--- config.mk ---
export PLATFORM = sky130hd
export DESIGN_NAME = mux_sel_sequencer_flat
export DESIGN_NICKNAME = d
export VERILOG_FILES = /design/src/rtl/mux_sel_sequencer_if.sv /design/src/rtl/mux_sel_sequencer.sv /design/src/flat_wrapper.sv
export SDC_FILE = /design/constraint.sdc
export NUM_CORES = 1
export LEC_CHECK = 0
export ABC_AREA = 1
export CORE_MARGIN = 1.5
export CORE_UTILIZATION = 48
export CTS_BUF_LIST = sky130_fd_sc_hd__clkbuf_16
export DETAILED_ROUTE_END_ITERATION = 7
export PLACE_DENSITY_LB_ADDON = 0.05
export SYNTH_ARGS = -nofsm -noshare
export SYNTH_HDL_FRONTEND = slang
export SYNTH_SLANG_ARGS = --single-unit
--- constraint.sdc ---
create_clock -name clk -period 4.65 [get_ports clk]
set_clock_uncertainty 0.15 [all_clocks]
set_input_delay 0.93 -clock clk [delete_from_list [all_inputs] [get_ports clk]]
set_output_delay 0.93 -clock clk [all_outputs]
set_load 0.005 [all_outputs]
--- src/rtl/mux_sel_sequencer_if.sv ---
// -----------------------------------------------------------------------------
// mux_sel_sequencer_if
//
// Purpose: bundles the load handshake, the held word / mux select outputs and
// the serial-bit handshake of mux_sel_sequencer into one interface.
//
// Parameters:
//   N     word width and mux input count (power of 2, >= 2)
//   SELW  derived select width, $clog2(N)
//
// Signals:
//   load_valid  upstream offers data_in
//   load_ready  sequencer can accept a word this cycle
//   data_in     parallel word to serialise
//   x_out       held word, drives the mux data inputs
//   ss          mux select
//   bit_valid   mux output holds a valid serial bit
//   bit_ready   downstream consumes the current bit
//   last        current beat is the final bit of the word
//   word_cnt    completed words, modulo 256
//
// Modports:
//   slave   the sequencer side
//   master  the upstream/downstream side (driver of load_valid, data_in, bit_ready)
// -----------------------------------------------------------------------------
interface mux_sel_sequencer_if #(
  parameter int N = 8
);
  localparam int SELW = $clog2(N);

  logic            load_valid;
  logic            load_ready;
  logic [N-1:0]    data_in;
  logic [N-1:0]    x_out;
  logic [SELW-1:0] ss;
  logic            bit_valid;
  logic            bit_ready;
  logic            last;
  logic [7:0]      word_cnt;

  modport slave (
    input  load_valid,
    input  data_in,
    input  bit_ready,
    output load_ready,
    output x_out,
    output ss,
    output bit_valid,
    output last,
    output word_cnt
  );

  modport master (
    output load_valid,
    output data_in,
    output bit_ready,
    input  load_ready,
    input  x_out,
    input  ss,
    input  bit_valid,
    input  last,
    input  word_cnt
  );

endinterface

--- src/rtl/mux_sel_sequencer.sv ---
// -----------------------------------------------------------------------------
// mux_sel_sequencer
//
// Purpose: sits upstream of an N-to-1 mux. Accepts an N-bit word over a
// valid/ready handshake, holds it on the mux data inputs and steps the mux
// select through all N positions, one position per accepted downstream beat,
// so the mux output becomes a serial bit stream. Flags the last bit of each
// word and counts completed words.
//
// Ports:
//   clk    system clock, rising edge
//   reset  asynchronous, active-high reset
//   bus    mux_sel_sequencer_if.slave (load handshake, x_out, ss, bit
//          handshake, last, word_cnt)
//
// Parameters:
//   N  word width / mux input count; must be a power of 2 and >= 2, and must
//      match the N of the connected interface instance.
//
// Build option:
//   MUX_SEL_SEQUENCER_MSB_FIRST_EN  defined: select counts N-1 down to 0 (MSB
//                                   first). Undefined: 0 up to N-1 (LSB first).
//
// States:
//   state    | meaning
//   ---------+---------------------------------------------------------------
//   ST_IDLE  | no word held; load_ready=1, bit_valid=0
//   ST_SHIFT | word held; bit_valid=1, ss selects the current bit
// -----------------------------------------------------------------------------
module mux_sel_sequencer #(
  parameter int N = 8
) (
  input  logic                 clk,
  input  logic                 reset,
  mux_sel_sequencer_if.slave   bus
);

  localparam int SELW = $clog2(N);

  localparam logic [0:0] ST_IDLE  = 1'b0;
  localparam logic [0:0] ST_SHIFT = 1'b1;

`ifdef MUX_SEL_SEQUENCER_MSB_FIRST_EN
  localparam logic [SELW-1:0] SS_START = SELW'(N - 1);
  localparam logic [SELW-1:0] SS_END   = '0;
`else
  localparam logic [SELW-1:0] SS_START = '0;
  localparam logic [SELW-1:0] SS_END   = SELW'(N - 1);
`endif

  logic [0:0]      state_q, state_d;
  logic [N-1:0]    x_q, x_d;
  logic [SELW-1:0] ss_q, ss_d;
  logic [7:0]      cnt_q, cnt_d;

  logic            in_shift;
  logic            at_end;
  logic [SELW-1:0] ss_step;
  logic            load_ready;

  assign in_shift = (state_q == ST_SHIFT);
  assign at_end   = (ss_q == SS_END);

`ifdef MUX_SEL_SEQUENCER_MSB_FIRST_EN
  assign ss_step = ss_q - SELW'(1);
`else
  assign ss_step = ss_q + SELW'(1);
`endif

  // The only input-to-output combinational path: a new word may be taken in
  // the same cycle the final bit of the current word is consumed.
  always_comb begin
    load_ready = 1'b1;
    if (in_shift) begin
      load_ready = at_end & bus.bit_ready;
    end
  end

  always_comb begin
    state_d = state_q;
    x_d     = x_q;
    ss_d    = ss_q;
    cnt_d   = cnt_q;
    unique case (state_q)
      ST_IDLE: begin
        if (bus.load_valid) begin
          x_d     = bus.data_in;
          ss_d    = SS_START;
          state_d = ST_SHIFT;
        end
      end
      ST_SHIFT: begin
        if (bus.bit_ready) begin
          if (!at_end) begin
            ss_d = ss_step;
          end else begin
            cnt_d = cnt_q + 8'd1;
            if (bus.load_valid) begin
              // Gapless reload: the next word's first bit follows directly.
              x_d  = bus.data_in;
              ss_d = SS_START;
            end else begin
              // ss deliberately left at SS_END while idle.
              state_d = ST_IDLE;
            end
          end
        end
      end
      default: state_d = ST_IDLE;
    endcase
  end

  always_ff @(posedge clk or posedge reset) begin
    if (reset) begin
      state_q <= ST_IDLE;
      x_q     <= '0;
      ss_q    <= SS_START;
      cnt_q   <= '0;
    end else begin
      state_q <= state_d;
      x_q     <= x_d;
      ss_q    <= ss_d;
      cnt_q   <= cnt_d;
    end
  end

  assign bus.load_ready = load_ready;
  assign bus.x_out      = x_q;
  assign bus.ss         = ss_q;
  assign bus.bit_valid  = in_shift;
  assign bus.last       = in_shift & at_end;
  assign bus.word_cnt   = cnt_q;

  // A stalled beat must leave the presented bit untouched.
  a_hold_on_stall : assert property (@(posedge clk) disable iff (reset)
    (in_shift && !bus.bit_ready) |=> (ss_q == $past(ss_q) && x_q == $past(x_q)));

endmodule

--- src/flat_wrapper.sv ---
// flat-port wrapper written by rule: the top's interface ports become plain ports
module mux_sel_sequencer_flat 
#(
  parameter int N = 8
)
  (clk, reset, bus_load_valid, bus_data_in, bus_bit_ready, bus_load_ready, bus_x_out, bus_ss, bus_bit_valid, bus_last, bus_word_cnt);
  mux_sel_sequencer_if #(.N(N)) bus_i ();
  input  logic clk;
  input  logic reset;
  input wire logic [$bits(bus_i.load_valid)-1:0] bus_load_valid;
  input wire logic [$bits(bus_i.data_in)-1:0] bus_data_in;
  input wire logic [$bits(bus_i.bit_ready)-1:0] bus_bit_ready;
  output wire logic [$bits(bus_i.load_ready)-1:0] bus_load_ready;
  output wire logic [$bits(bus_i.x_out)-1:0] bus_x_out;
  output wire logic [$bits(bus_i.ss)-1:0] bus_ss;
  output wire logic [$bits(bus_i.bit_valid)-1:0] bus_bit_valid;
  output wire logic [$bits(bus_i.last)-1:0] bus_last;
  output wire logic [$bits(bus_i.word_cnt)-1:0] bus_word_cnt;
  assign bus_i.load_valid = bus_load_valid;
  assign bus_i.data_in = bus_data_in;
  assign bus_i.bit_ready = bus_bit_ready;
  assign bus_load_ready = bus_i.load_ready;
  assign bus_x_out = bus_i.x_out;
  assign bus_ss = bus_i.ss;
  assign bus_bit_valid = bus_i.bit_valid;
  assign bus_last = bus_i.last;
  assign bus_word_cnt = bus_i.word_cnt;
  mux_sel_sequencer #(.N(N)) u_core (.clk(clk), .reset(reset), .bus(bus_i));
endmodule
==> summary.md <==
| Metric | Value |
|---|---|
| Top cells by count, synth | 26 x inv_1, 24 x nand2_1, 20 x dfrtp_1 |
| Post-synth top area cell | dfrtp_1 |
| Remaining Overflow, GRT | 0 |
| Peak supply drop | 360 uV |
| Outcome | finished clean |
| Via/cell ratio | 4.66 |
| HP Class | flop to flop |
| Num CTS Buffers | 3 |
| Critical Path End Type | output pin |
| Clock sink total | 20 |
| Mux cell area share after synthesis | 0 |
| Worst Path Arrival | 2.24 ns |
| Worst r2r src | u_core.bus.ss[0] |
| Syn Nets | 136 |
| Rows | 16 |
| Number of max-cap violations | 0 |
| Syn Area/Cell | 8.77 sq um |
| Worst-Skew Late Latency | 0.25 ns |
| Post-Synth XOR/XNOR Area | 0.0333 |
| Post-synthesis sequential area ratio | 0.476 |
| Clk slew on worst S/H paths | 0.05 ns |
| WS Path Type | input port to output pin |
| Largest family of logic cells by synthesized area | simple AND/OR/NAND/NOR gates |
| Largest net degree at the start of global routing | 21 |
| Ys Warns | 0 |
| Final hold vios | 0 |
| Yosys top cell area share | 0.476 |
| Count leader, synth | inv_1 |
| Ant diodes | 0 |
| Synth area leaders | dfrtp_1 48%, inv_1 9.3%, nand2_1 8.6%, o21ai_2 6.7%, ha_1 4.8% |
| GRT Util Overall | 0.182 |
| RSZ-0062 raised after global routing | no |
| WP data required | 3.57 ns |
| CTS resizes | 0 |
| Pin slew with the least headroom to its limit | 0.751 ns |
| Critical path's largest stage delay | 0.57 ns |
| FMAX | 302 MHz |
| Initial antenna violation count | 0 |
| CP Cell Sequence | clkdlybuf4s50_1, nor2_1, nor2_1, clkdlybuf4s50_1 |
| Die width | 49.8 microns |
| Antenna viol nets, final | 0 |
| Longest Clk Path Bufs | 2 |
| Worst setup SP type | input port |
| Fillcell total | 160 |
| Mapped Cells | 120 |
| CP max stage cell | clkdlybuf4s50_1 |
| Hold_buf cts | 0 |
| Max FO, Critical Path | 4 |
| Die Height | 49.8 microns |
| Initial core utilization | 0.520 |
| DRT iter0 DRCs | 26 |
| Mapped Area | 1050 sq um |
| Yosys reg bits | 20 |
| I/O Buffers | 33 |
| Relative slew margins | 0.499 |
| Post-Route Setup TNS | 0 ns |
| Main synth FF type | dfrtp_1 |
| Power Dens Cells | 474 nW/um^2 |
| HPWL Detailed | 1470 microns |
| Netlist cell types | 17 |
| Final setup fails | 0 |
| Leak | 0.758 nW |
| Drt wl/cell | 10.5 microns |
| Async set or reset register ratio after synthesis | 1.00 |
| Area growth syn-to-layout | 40.7% |
| Root Driver | clkbuf_16 |
| Final instance area | 1480 sq um |
| Number of global-route vias before repair | 823 |
| DP Area | 1400 sq um |
| Post-Synth Adder-Cell Area | 0.0476 |
| Nets@finish | 173 |
| Global-route wire length before repair | 3490 microns |
| Worst Setup SP | bus_bit_ready |
| Max-slew violations | 0 |
| Final min period | 3.32 ns |
| Die ar. | 2480 sq um |
| Post-synth EDFFs | 0 |
| Setup bufs post-CTS | 0 |
| DRC errors left | 0 |
| Synth Area in Compound Gates | 0.0880 |
| Final wirelength | 1930 microns |
| CTS tree | done |
| Top-level I/O count | 34 |
| Period Utilization, post-route | 0.713 |
| Core Area | 2020 sq um |
| DR pass1 iterations | 4 |
| H-tree levels | 1 |
| DR vias | 852 |
| Worst min-delay path startpoint | u_core.bus.x_out[5] |
| GP Congestion | 0.842 |
| Post-synthesis simple-gate area fraction | 0.241 |
| Share of layout cells above drive strength 1 | 0.141 |
==> state kept, by name (all words and copies together) (netlist names) <==
| name | count |
|---|---|
| u_core.bus.ss | 3 |
| u_core.bus.x_out | 8 |
| u_core.bus.word_cnt | 8 |
| u_core.bus.bit_valid | 1 |
==> through the flow <==
| step | worst slack (ns) | total power [mW] | hold WS (ns) | utilization | std cells |
|---|---|---|---|---|---|
| 2_1_floorplan | 2.46 | 0.389 | 0.329 | - | 120 |
| 3_3_place_gp | 1.37 | 0.521 | 0.316 | 0.693 | 179 |
| 3_5_place_dp | 1.33 | 0.533 | 0.328 | 0.693 | 179 |
| 4_1_cts | 1.33 | 0.711 | 0.343 | 0.732 | 183 |
| 5_1_grt | 1.29 | 0.748 | 0.366 | 0.732 | 183 |
| 6_report | 1.33 | 0.702 | 0.339 | 0.732 | 183 |
==> metal layers <==
layer / track usage / up-vias / share of wire
met2: 0.318 / 27 / 0.50
met3: 0.0455 / 2 / 0.056
met5: 0 / - / 0
met4: 0.0417 / 0 / 0.0057
li1: - / 435 / -
met1: 0.224 / 388 / 0.44
==> area by class of cell <==
cell class,instances,area [sq um],share of cell area
timing repair buffer,33,330,0.223
clock inverter,1,3.75,0.00254
sequential,20,500,0.338
multi-input combinational,71,432,0.292
clock buffer,3,75.1,0.0507
tap,27,33.8,0.0228
inverter,28,105,0.0710
==> kinds of logic after synthesis <==
group,Yosys count
AO/OA/AOI/OAI,12
AND/OR/NAND/NOR,51
adder cells (fa/ha/maj),4
XOR/XNOR,4
flip-flops,20
buffers and inverters,29
==> power breakdown <==
group,internal [mW],switching [mW]
sequential,0.227,0.0467
clock,0.114,0.0598
combinational,0.152,0.101
total,0.494,0.208
==> cells in the final DEF (no fill, tap or decap), types with 4 or more instances in the layout <==
| master | count |
|---|---|
| clkdlybuf4s50_1 | 33 |
| inv_1 | 26 |
| nand2_1 | 24 |
| dfrtp_1 | 20 |
| nand3_1 | 10 |
| o21ai_2 | 8 |
| nor2_1 | 8 |
| nand2_2 | 4 |
| xor2_1 | 4 |
| ha_1 | 4 |
==> critical path: cells and delay by family <==
family	cells	cell delay, ns
and+or+nand+nor	2	0.20
buffers and inverters	2	1.09
==> worst paths after layout <==
kind	slack [ns]	end	cells after the start
min reg2reg	0.34	u_core.bus.x_out[5]	2
max	1.33	bus_load_ready	4
max reg2reg	3.02	u_core.bus.word_cnt[5]	8
max in group asynchronous	2.92	u_core.bus.word_cnt[4]	2
min	0.34	u_core.bus.x_out[5]	2
min in group asynchronous	0.96	u_core.bus.word_cnt[3]	2
Note: power is estimated with default switching activity, not from simulation.
